### config.mk
export PLATFORM = sky130hd
export DESIGN_NAME = cordic_row_sequencer
export DESIGN_NICKNAME = d
export VERILOG_FILES = /design/src/rtl/cordic_row_sequencer.sv
export SDC_FILE = /design/constraint.sdc
export NUM_CORES = 1
export LEC_CHECK = 0
export ABC_AREA = 1
export BUFFER_PORTS_ARGS = -buffer_cell sky130_fd_sc_hd__buf_2
export CAP_MARGIN = 25
export CORE_ASPECT_RATIO = 1.25
export CORE_MARGIN = 1
export CORE_UTILIZATION = 35
export CTS_CLUSTER_SIZE = 14
export DETAILED_ROUTE_END_ITERATION = 16
export PLACE_DENSITY = 0.54
export SYNTH_ARGS = -nofsm -noshare
export SYNTH_HDL_FRONTEND = slang
export SYNTH_SLANG_ARGS = --single-unit
### constraint.sdc
create_clock -name clk -period 6.61 [get_ports clk]
set_clock_uncertainty 0.15 [all_clocks]
set_input_delay 1.322 -clock clk [delete_from_list [all_inputs] [get_ports clk]]
set_output_delay 1.322 -clock clk [all_outputs]
set_load 0.01 [all_outputs]
### src/rtl/cordic_row_sequencer.sv
// rtl/cordic_row_sequencer.sv - CORDIC micro-rotation sequencer applying one shared direction to a packed H row and a Y element
`ifndef WL
`define WL 16
`endif

module cordic_row_sequencer #(
  parameter int N    = 2,
  parameter int ITER = 12
) (
  input  logic              clk,
  input  logic              rst,
  input  logic              in_valid,
  output logic              in_ready,
  input  logic [`WL*N-1:0]  hin_x,
  input  logic [`WL*N-1:0]  hin_y,
  input  logic [`WL-1:0]    yin_x,
  input  logic [`WL-1:0]    yin_y,
  output logic              out_valid,
  input  logic              out_ready,
  output logic [`WL*N-1:0]  hout_x,
  output logic [`WL*N-1:0]  hout_y,
  output logic [`WL-1:0]    yout_x,
  output logic [`WL-1:0]    yout_y,
  output logic              busy
);

  localparam int WL = `WL;
  localparam int KW = (WL > 1) ? $clog2(WL) : 1;

  typedef enum logic [1:0] {IDLE, ROTATE, DONE} state_t;

  state_t                 state_q;
  logic [KW-1:0]          k_q;
  logic [N-1:0][WL-1:0]   hx_q, hy_q, hx_d, hy_d;
  logic [WL-1:0]          yx_q, yy_q, yx_d, yy_d;
  logic                   dir;

  // One micro-rotation; sums wrap to WL bits, shifts floor toward minus infinity.
  function automatic logic [2*WL-1:0] micro_rot(input logic [WL-1:0] x,
                                                input logic [WL-1:0] y,
                                                input logic [KW-1:0] k,
                                                input logic          d);
    logic signed [WL-1:0] xs, ys;
    logic [WL-1:0]        xn, yn;
    xs = $signed(x) >>> k;
    ys = $signed(y) >>> k;
    if (d) begin
      xn = x + ys;
      yn = y - xs;
    end else begin
      xn = x - ys;
      yn = xs + y;
    end
    return {yn, xn};
  endfunction

  // Element 0 steers every rotation in the row; y0 == 0 counts as non-negative.
  always_comb begin
    dir  = ~hy_q[0][WL-1];
    hx_d = hx_q;
    hy_d = hy_q;
    for (int i = 0; i < N; i++) begin
      {hy_d[i], hx_d[i]} = micro_rot(hx_q[i], hy_q[i], k_q, dir);
    end
    {yy_d, yx_d} = micro_rot(yx_q, yy_q, k_q, dir);
  end

  always_ff @(posedge clk) begin
    if (rst) begin
      state_q <= IDLE;
      k_q     <= '0;
      hx_q    <= '0;
      hy_q    <= '0;
      yx_q    <= '0;
      yy_q    <= '0;
    end else begin
      case (state_q)
        IDLE: begin
          if (in_valid) begin
            hx_q    <= hin_x;
            hy_q    <= hin_y;
            yx_q    <= yin_x;
            yy_q    <= yin_y;
            k_q     <= '0;
            state_q <= ROTATE;
          end
        end
        ROTATE: begin
          hx_q <= hx_d;
          hy_q <= hy_d;
          yx_q <= yx_d;
          yy_q <= yy_d;
          k_q  <= k_q + 1'b1;
          if (k_q == KW'(ITER - 1)) state_q <= DONE;
        end
        DONE: begin
          if (out_ready) state_q <= IDLE;
        end
        default: state_q <= IDLE;
      endcase
    end
  end

  assign in_ready  = (state_q == IDLE);
  assign out_valid = (state_q == DONE);
  assign busy      = (state_q == ROTATE);
  assign hout_x    = hx_q;
  assign hout_y    = hy_q;
  assign yout_x    = yx_q;
  assign yout_y    = yy_q;

endmodule
After elaboration in Yosys (flattened, before gate mapping)
Index checks and enable logic that the tools add are counted.
W data, S select, Z words.
{"block": "op_classes", "n_reduce_logical": 4, "n_shift": 6, "eq_ne": 6, "muxes": 20, "n_addsub": 13}
{"cell": "$mux W16", "count": 8}
{"cell": "$pmux W32 S2", "count": 2}
{"cell": "$add A16 B16 Y16", "count": 6}
{"cell": "$sshr A16 B4 Y16", "count": 6}
{"cell": "$sub A16 B16 Y16", "count": 6}
{"cell": "$mux W32", "count": 2}
{"cell": "$pmux W16 S2", "count": 2}
{"cell": "$pmux W4 S2", "count": 1}
{"cell": "$mux W2", "count": 3}
{"cell": "$pmux W2 S3", "count": 1}
{"cell": "$add A4 B1 Y4 const B", "count": 1}
{"cell": "$eq A4 B4 Y1 const B", "count": 1}
{"cell": "$mux W4", "count": 1}
{"cell": "$ne A2 B1 Y1 const B", "count": 2}
{"cell": "$reduce_and A3 Y1", "count": 1}
{"cell": "$eq A2 B1 Y1 const B", "count": 1}
{"cell": "$eq A2 B2 Y1 const B", "count": 1}
{"cell": "$logic_not A2 Y1", "count": 1}
{"cell": "$ne A2 B2 Y1 const B", "count": 1}
{"cell": "$reduce_and A2 Y1", "count": 1}
{"cell": "$reduce_bool A2 Y1", "count": 1}
{"block": "totals", "output_inout_bits": 99, "register_bits": 102, "input_bits": 100}

Logic depth before layout (Yosys ltp)
Gate-level depths: netlist of the first run.
{"block": "depth", "word_depth": 4, "mapped_depth": 29}

Worst setup path after synthesis of the first run
No wires, ideal clock.
{"block": "synth_path", "path_kind": "register -> register", "startpoint": "register k_q[0]", "endpoint": "register hy_q, in the netlist hout_y[12]", "slack_ns": 2.934, "path_stages_with_launch": 23, "setup_ns": 0.132, "arrival_ns": 3.394, "synth_period_minus_slack_ns": 3.676, "cell_sequence": "dfxtp_1 -> buf_6 -> inv_4 -> buf_6 -> buf_6 -> nand2_1 -> nand3_1 -> nand3_1 -> nand3_1 -> nand2_1 -> ha_1 -> nand2_1 -> o21ai_0 -> fa_1 -> a21oi_1 -> o21ai_0 -> a21boi_0 -> o21ai_0 -> a21oi_1 -> o21ai_0 -> or2_2 -> nand2_1 -> a21oi_1"}
{"block": "synth_via", "elab_chain_len": 4, "elab_cells_between_ends": 5, "classes_between": "2 x add/sub; 1 x shift; 2 x mux"}
{"item": "start: declaration", "line_no": "33", "rtl": "logic [KW-1:0] k_q;"}
{"item": "start signal: assignment", "line_no": "93", "rtl": "k_q <= k_q + 1'b1;"}
{"item": "$sshr A16 B4 Y16 *", "line_no": "45", "rtl": "xs = $signed(x) >>> k;"}
{"item": "$sub A16 B16 Y16 / $add A16 B16 Y16 (equally long branches)", "line_no": "49, 52"}
{"item": "$mux W16 *", "line_no": "47", "rtl": "if (d) begin"}
{"item": "$pmux W32 S2 *", "line_no": "77", "rtl": "case (state_q)"}
{"item": "end signal: assignment", "line_no": "81", "rtl": "hy_q <= hin_y;"}
{"item": "end signal: assignment", "line_no": "90", "rtl": "hy_q <= hy_d;"}
{"item": "end: declaration", "line_no": "34", "rtl": "logic [N-1:0][WL-1:0] hx_q, hy_q, hx_d, hy_d;"}
Every way passes the cells marked *; elsewhere a longest branch is shown, timed or not.
A chain may end at the register's enable or synchronous reset.

Worst setup path in the final report of the first run
Same ends and word-level chain as after synthesis.

==> flow_summary_export.csv, run 1 <==
group,metric,value,unit
outcome,outcome,"complete, no violations",
drt,route.detailed.drc,0,
sta,max_freq,0.2002,GHz
synth,synth_top_family_by_area,"simple AND/OR/NAND/NOR gates",
drt,vias,17450,
die,coreArea,41230,µm²
drt,wl,55.57,mm
synth,synth.area.top_cells,"nand2_1 21%, nand3_1 16%, dfxtp_1 14%, ha_1 9.2%, a21oi_1 6.3%",
setup_path,cp.arrival,5.13,ns
clocking,cts_setup_buffers,0,
cells_and_area,finalNetCount,2873,
drt,first_iter_violations,1037,
die,rows,83,
synth,synth_flop_cell,"dfxtp_1",
placement,gp_congestion,0.9154,
min_path,holdCritPathClass,"reg -> reg",
sta,period_share,0.7557,
min_path,hold_path_depth,2,
clocking,clk_pin_slew,0.08,ns
synth,synth_seq_cells,102,
flow_run,maxCapViolCount,0,
synth,synth-xor-area-share,0.05669,
grt,gr-total-overflow,0,
setup_path,worstSetupPathType,"reg -> reg",
sta,timing.max_slew.rel_slack,0.3496,
synth,syn_nets,2782,
pwr,irDropWorstVdd,0.0001627,V
synth,synthTopCellsByCount,"804 x nand2_1, 460 x nand3_1, 185 x a21oi_1",
synth,post-synth-top-count-cell,"nand2_1",
clocking,tritoncts,"done",
die,die_area,42760,µm²
die,die_h,231.0,µm
die,fp.dieW,185.2,µm
synth,synthMuxAreaShare,0,
synth,synth_top_area_frac,0.2056,
synth,synthSimpleGateAreaFrac,0.4318,
grt,grt_pass1_wl,86.03,mm
grt,grt_use_total,0.2574,
sta,fin_crit,4.995,ns
drt,postRouteAntennaNets,0,
synth,yosysSeqAreaShare,0.1391,
cells_and_area,syn_to_final_growth,10.26,%
drt,avgViaCountPerCell,5.422,
setup_path,endpoint_kind,"flop",
setup_path,ff2ff_setup_slack,1.61,ns
grt,grt_start_max_net_pins,89,
synth,synth_edf_count,0,
synth,synth-compound-area-share,0.1783,
synth,synth_fa_ha_area_frac,0.1002,
placement,hpwlAfterDp,41.62,mm
synth,ys.warnings.count,0,
setup_path,r2r_end,"hout_y[12]",
sta,final-setup-viol-count,0,
pwr,pwr_density_cell,360.7,nW/µm²
cells_and_area,layout-drive-gt1-share,0.1119,
grt,antenna_found_initial,2,
clocking,insertion_delay,0.42,ns
sta,tightest_slew,0.9755,ns
drt,drt-wirelength-per-cell,17.27,µm
die,start_util,0.3560,
die,num_io_pins,199,
clocking,cts_root_buf,"clkbuf_16",
synth,ys_types,54,
clocking,cts_buffers,9,
synth,async_flop_share,0,
cells_and_area,finalNonFillerCells,3218,
sta,slew_violations,0,
drt,drtPass1Iterations,5,
clocking,cts_buffer_depth,2,
sta,hold_violations,0,
pwr,p_leak,0.008563,µW
setup_path,ff2ff_path_depth,21,
sta,rsz0062_at_grt,"no",
pwr,fin_total_pwr,5837,µW
synth,syn_area_per_cell,5.716,µm²
min_path,holdPathEnd,"yout_x[0]",
setup_path,worstSetupStartpoint,"k_q[0]",
placement,dp_cells,3200,
clocking,numClockSinks,102,
clocking,cts_resized,0,
grt,grt_pass1_vias,16190,
placement,portBuffers,198,
setup_path,worstPathMaxFanout,60,
setup_path,r2r_start,"k_q[0]",
sta,timing.setup.tns,0,ns
synth,synth_area_leader_cell,"nand2_1",
synth,netlist_instances,2568,
clocking,hold_buffers,0,
synth,synth_area,14680,µm²
setup_path,required,6.75,ns
min_path,hold_start,"yout_x[0]",
setup_path,start_kind,"flop",
clocking,cts_max_level,3,
==> power breakdown <==
group	total, µW	internal, µW	switching (µW)
clock network	612	315	297
logic	4240	1560	2680
registers	984	728	256
==> flip-flops by register name, indices dropped and copies added (netlist names) <==
register	flops
hout_x	32
yout_x	16
hout_y	32
yout_y	16
k_q	4
state_q	2
==> layout make-up <==
| type | instances | area, µm² |
|---|---|---|
| fill | 4642 | 25040 |
| multi-input combinational | 2140 | 11270 |
| sequential | 102 | 2049 |
| timing repair buffer | 218 | 1156 |
| inverter | 188 | 709.4 |
| tap | 552 | 690.7 |
| clock buffer | 13 | 260.3 |
| clock inverter | 3 | 43.79 |
| antenna | 2 | 5.005 |
==> critical path, cell delays in order, from the launching register on <==
cell and delay, ns:
dfxtp_4 0.63, buf_4 0.61, nand2_1 0.15, nand3_1 0.13
nand2_1 0.07, nand2_1 0.08, nand2_1 0.07, nand2_1 0.06
nand2_1 0.10, ha_1 0.30, nand2_1 0.06, o21ai_0 0.15
fa_1 0.47, a21oi_1 0.26, o21ai_0 0.18, a21boi_0 0.37
o21ai_0 0.20, a21oi_1 0.26, o21ai_0 0.13, or2_2 0.29
nand2_1 0.07, a21oi_1 0.06
==> cell families after synthesis <==
kind of cell	count (synthesis)
AOI/OAI and AO/OA	455
xor gates and xnor gates	95
adders and majority gates	114
buffers and inverters	326
DFF	102
and+or+nand+nor	1476
==> per-stage QoR <==
step                instance area [µm²]  setup slack, ns  hold WS, ns  utilization
floorplan                         14680            2.934       0.3684            -
global placement                  15880            1.672       0.3733       0.3851
detailed placement                15880            1.614       0.3745       0.3851
CTS                               16180            1.590       0.3856       0.3924
global route                      16180            1.066       0.4178       0.3925
finish                            16180            1.615       0.3863       0.3926
==> placed cells by master (no fill, tap or decap), types with 6 or more instances in the layout <==
master | netlist | final
a21o_1 | 12 | 12
a21oi_1 | 185 | 185
a22o_1 | 11 | 11
a31oi_1 | 40 | 40
buf_2 | 42 | 197
buf_4 | 6 | 20
clkbuf_16 | 0 | 9
dfxtp_1 | 102 | 98
fa_1 | 6 | 6
ha_1 | 108 | 108
inv_1 | 184 | 179
inv_2 | 3 | 6
nand2_1 | 804 | 803
nand2_2 | 17 | 18
nand3_1 | 460 | 460
nand4_1 | 11 | 11
nor2_1 | 142 | 141
nor2_2 | 6 | 6
nor3_1 | 12 | 12
o211ai_1 | 12 | 12
o21ai_0 | 133 | 133
o21ai_2 | 6 | 6
o221ai_1 | 9 | 9
o22ai_1 | 6 | 6
o31ai_1 | 10 | 10
or2_2 | 9 | 9
xnor2_1 | 36 | 36
xor2_1 | 59 | 59
==> worst max-delay path by stage <==
stage,end,cells past startpoint,slack (ns)
after CTS,hout_y[12],21,1.59
after detailed placement,hout_y[12],21,1.61
after global placement,hout_y[12],21,1.67
after floorplan,hout_y[12],22,2.93
after global routing,hout_y[12],21,1.07
final,hout_y[12],21,1.61
==> per-layer routing <==
metal  GRT usage  routed length (µm)
met5           0                   0
met4      0.1002                1665
met3     0.02745                2789
met2      0.4445               26850
met1      0.3241               24260
Power figures use the tool's default switching activity.
==> run 2, diff against run 1 <==
==> constraint.sdc (replaced) <==
create_clock -name clk -period 5.1 [get_ports clk]
set_clock_uncertainty 0.15 [all_clocks]
set_input_delay 1.02 -clock clk [delete_from_list [all_inputs] [get_ports clk]]
set_output_delay 1.02 -clock clk [all_outputs]
set_load 0.01 [all_outputs]
==> run 2 against run 1 <==
  * Clock power up 16%
  * Largest cell class unchanged
  * Final area up 0.93%
  * Wire length down 1.6%
  * Sequential cell count unchanged
  * Die area unchanged
  * Register-to-register slack worse by 1.0 ns
  * Largest power group unchanged
  * Fmax up 11%
  * Sequential share of layout area down 0.12 points
  * Setup slack worse by 1.0 ns
  * Critical path depth down 3
  * Cell count up 0.53%
  * Total power up 29%
==> flow_summary_export.csv, run 2 (same netlist as run 1, synthesis figures left out) <==
group,metric,value,unit
setup_path,crit_slowest_cell,"buf_4",
setup_path,ff2ff_setup_slack,0.62,ns
placement,hpwlAfterDp,41.69,mm
clocking,tritoncts,"done",
setup_path,ff2ff_path_depth,18,
sta,hold_ws,0.3860,ns
drt,first_iter_violations,1134,
clocking,hold_buffers,0,
clocking,insertion_delay,0.41,ns
sta,rsz0062_at_grt,"no",
drt,avgViaCountPerCell,5.424,
sta,final-setup-viol-count,0,
grt,gr-total-overflow,0,
grt,grt_pass1_vias,16710,
sta,tightest_slew,0.8223,ns
drt,postRouteAntennaNets,0,
drt,drt-wirelength-per-cell,16.90,µm
min_path,holdCritPathClass,"reg -> reg",
drt,route.detailed.drc,0,
placement,dp_cells,3218,
drt,wl,54.66,mm
setup_path,path_common_cell,"nand2_1",
clocking,cts_resized,0,
cells_and_area,multi_input_area,11270,µm²
grt,grt_pass1_wl,87.04,mm
pwr,pwr_density_cell,460.6,nW/µm²
setup_path,required,5.21,ns
placement,gp_congestion,0.9651,
die,die_area,42760,µm²
die,num_io_pins,199,
die,fp.dieW,185.2,µm
setup_path,worstPathMaxFanout,74,
pwr,irDropWorstVdd,0.0001997,V
min_path,hold_start,"yout_x[0]",
clocking,cts_setup_buffers,0,
clocking,cts_root_buf,"clkbuf_16",
cells_and_area,layout_commonest_cell,"nand2_1",
setup_path,path_cells,"buf_4 > nand3_1 > nand2_1 > nand2_1 > nand2_1 > ha_1 > nand2_1 > o21ai_0 > fa_1 > a21oi_1 > o21ai_0 > a21boi_0 > o21ai_0 > a21oi_1 > o21ai_0 > or2_2 > nand2_1 > a21oi_1",
drt,drtPass1Iterations,6,
cells_and_area,finalNonFillerCells,3235,
setup_path,worst_path_dominant_cell_family,"compound AO/OA/AOI/OAI gates",
clocking,cts_max_level,3,
pwr,p_leak,0.008650,µW
die,coreArea,41230,µm²
flow_run,maxCapViolCount,0,
die,start_util,0.3560,
cells_and_area,fill_cells,4650,
grt,grt_use_total,0.2575,
sta,hold_violations,0,
cells_and_area,register_area,2049,µm²
setup_path,start_kind,"flop",
sta,timing.setup.tns,0,ns
grt,grt_start_max_net_pins,98,
setup_path,slowest_delay,0.62,ns
setup_path,worstSetupStartpoint,"k_q[2]",
sta,fin_crit,4.482,ns
pwr,fin_total_pwr,7524,µW
sta,period_share,0.8788,
sta,slew_violations,0,
cells_and_area,finalNetCount,2891,
setup_path,critical_path_buf_inv_count,1,
cells_and_area,final_cell_mix,"803 x nand2_1, 460 x nand3_1, 197 x buf_2",
clocking,numClockSinks,102,
grt,antenna_found_initial,1,
setup_path,endpoint_kind,"flop",
outcome,outcome,"complete, no violations",
sta,timing.max_slew.rel_slack,0.4512,
die,die_h,231.0,µm
setup_path,worst-path-stages,18,
die,rows,83,
sta,max_freq,0.2231,GHz
clocking,clk_pin_slew,0.09,ns
setup_path,r2r_start,"k_q[2]",
min_path,hold_path_depth,2,
cells_and_area,syn_to_final_growth,11.29,%
setup_path,worstSetupPathType,"reg -> reg",
placement,portBuffers,198,
clocking,cts_buffers,9,
drt,vias,17550,
cells_and_area,layout-drive-gt1-share,0.1174,
setup_path,cp.arrival,4.60,ns
clocking,cts_buffer_depth,2,
## run 2: cell count changes in the layout (fill, tap and decap cells not counted), sizes merged
cell,change
diode,-1
inv,+1
bufinv,-1
clkinvlp,+1
buf,+18
clkinv,-1
## run 2: metrics by stage
step | instance area [µm²] | setup WS [ns] | utilization
after floorplan | 14680 | 1.424 | -
after global placement | 16060 | 0.7238 | 0.3895
after detailed placement | 16060 | 0.7116 | 0.3895
after CTS | 16330 | 0.6807 | 0.3961
after global routing | 16330 | 0.2093 | 0.3962
final | 16330 | 0.6182 | 0.3962
## run 2: worst reg2reg max path, stage by stage (launching register included)
cell and delay, ns:
dfxtp_2 0.34, buf_4 0.62, nand3_1 0.31, nand2_1 0.13
nand2_1 0.06, nand2_1 0.14, ha_1 0.24, nand2_1 0.06
o21ai_0 0.14, fa_1 0.47, a21oi_1 0.15, o21ai_0 0.14
a21boi_0 0.34, o21ai_0 0.21, a21oi_1 0.30, o21ai_0 0.15
or2_2 0.28, nand2_1 0.07, a21oi_1 0.05
## run 2: final timing paths
kind                 to
min           yout_x[0]
max          hout_y[12]
max reg2reg  hout_y[12]
min reg2reg   yout_x[0]
## run 2: area by class of cell
type | count | area share
well taps | 552 | 0.04228
repair buffers | 236 | 0.08211
flip-flops and latches | 102 | 0.1255
diodes | 1 | 0.0001532
clock buffers | 13 | 0.01532
clock inverters | 3 | 0.001302
multi-input cells | 2140 | 0.6899
inverters | 188 | 0.04343
## run 2: routing by layer
metal  vias up  routed length (µm)  share of wire  global-route usage
met1      8112               24180           0.44              0.3238
met4         0                1964          0.036              0.1085
met3        86                2828          0.052             0.03628
li1       8853                   -              -                   -
met2       497               25680           0.47              0.4348
met5         -                   0              0                   0
## run 2: power breakdown
| group | internal, µW | switching [µW] | leakage (µW) |
|---|---|---|---|
| clock network | 346 | 366 | 0.000130 |
| logic | 2060 | 3500 | 0.00767 |
| registers | 944 | 309 | 0.000845 |
| total | 3350 | 4170 | 0.00865 |
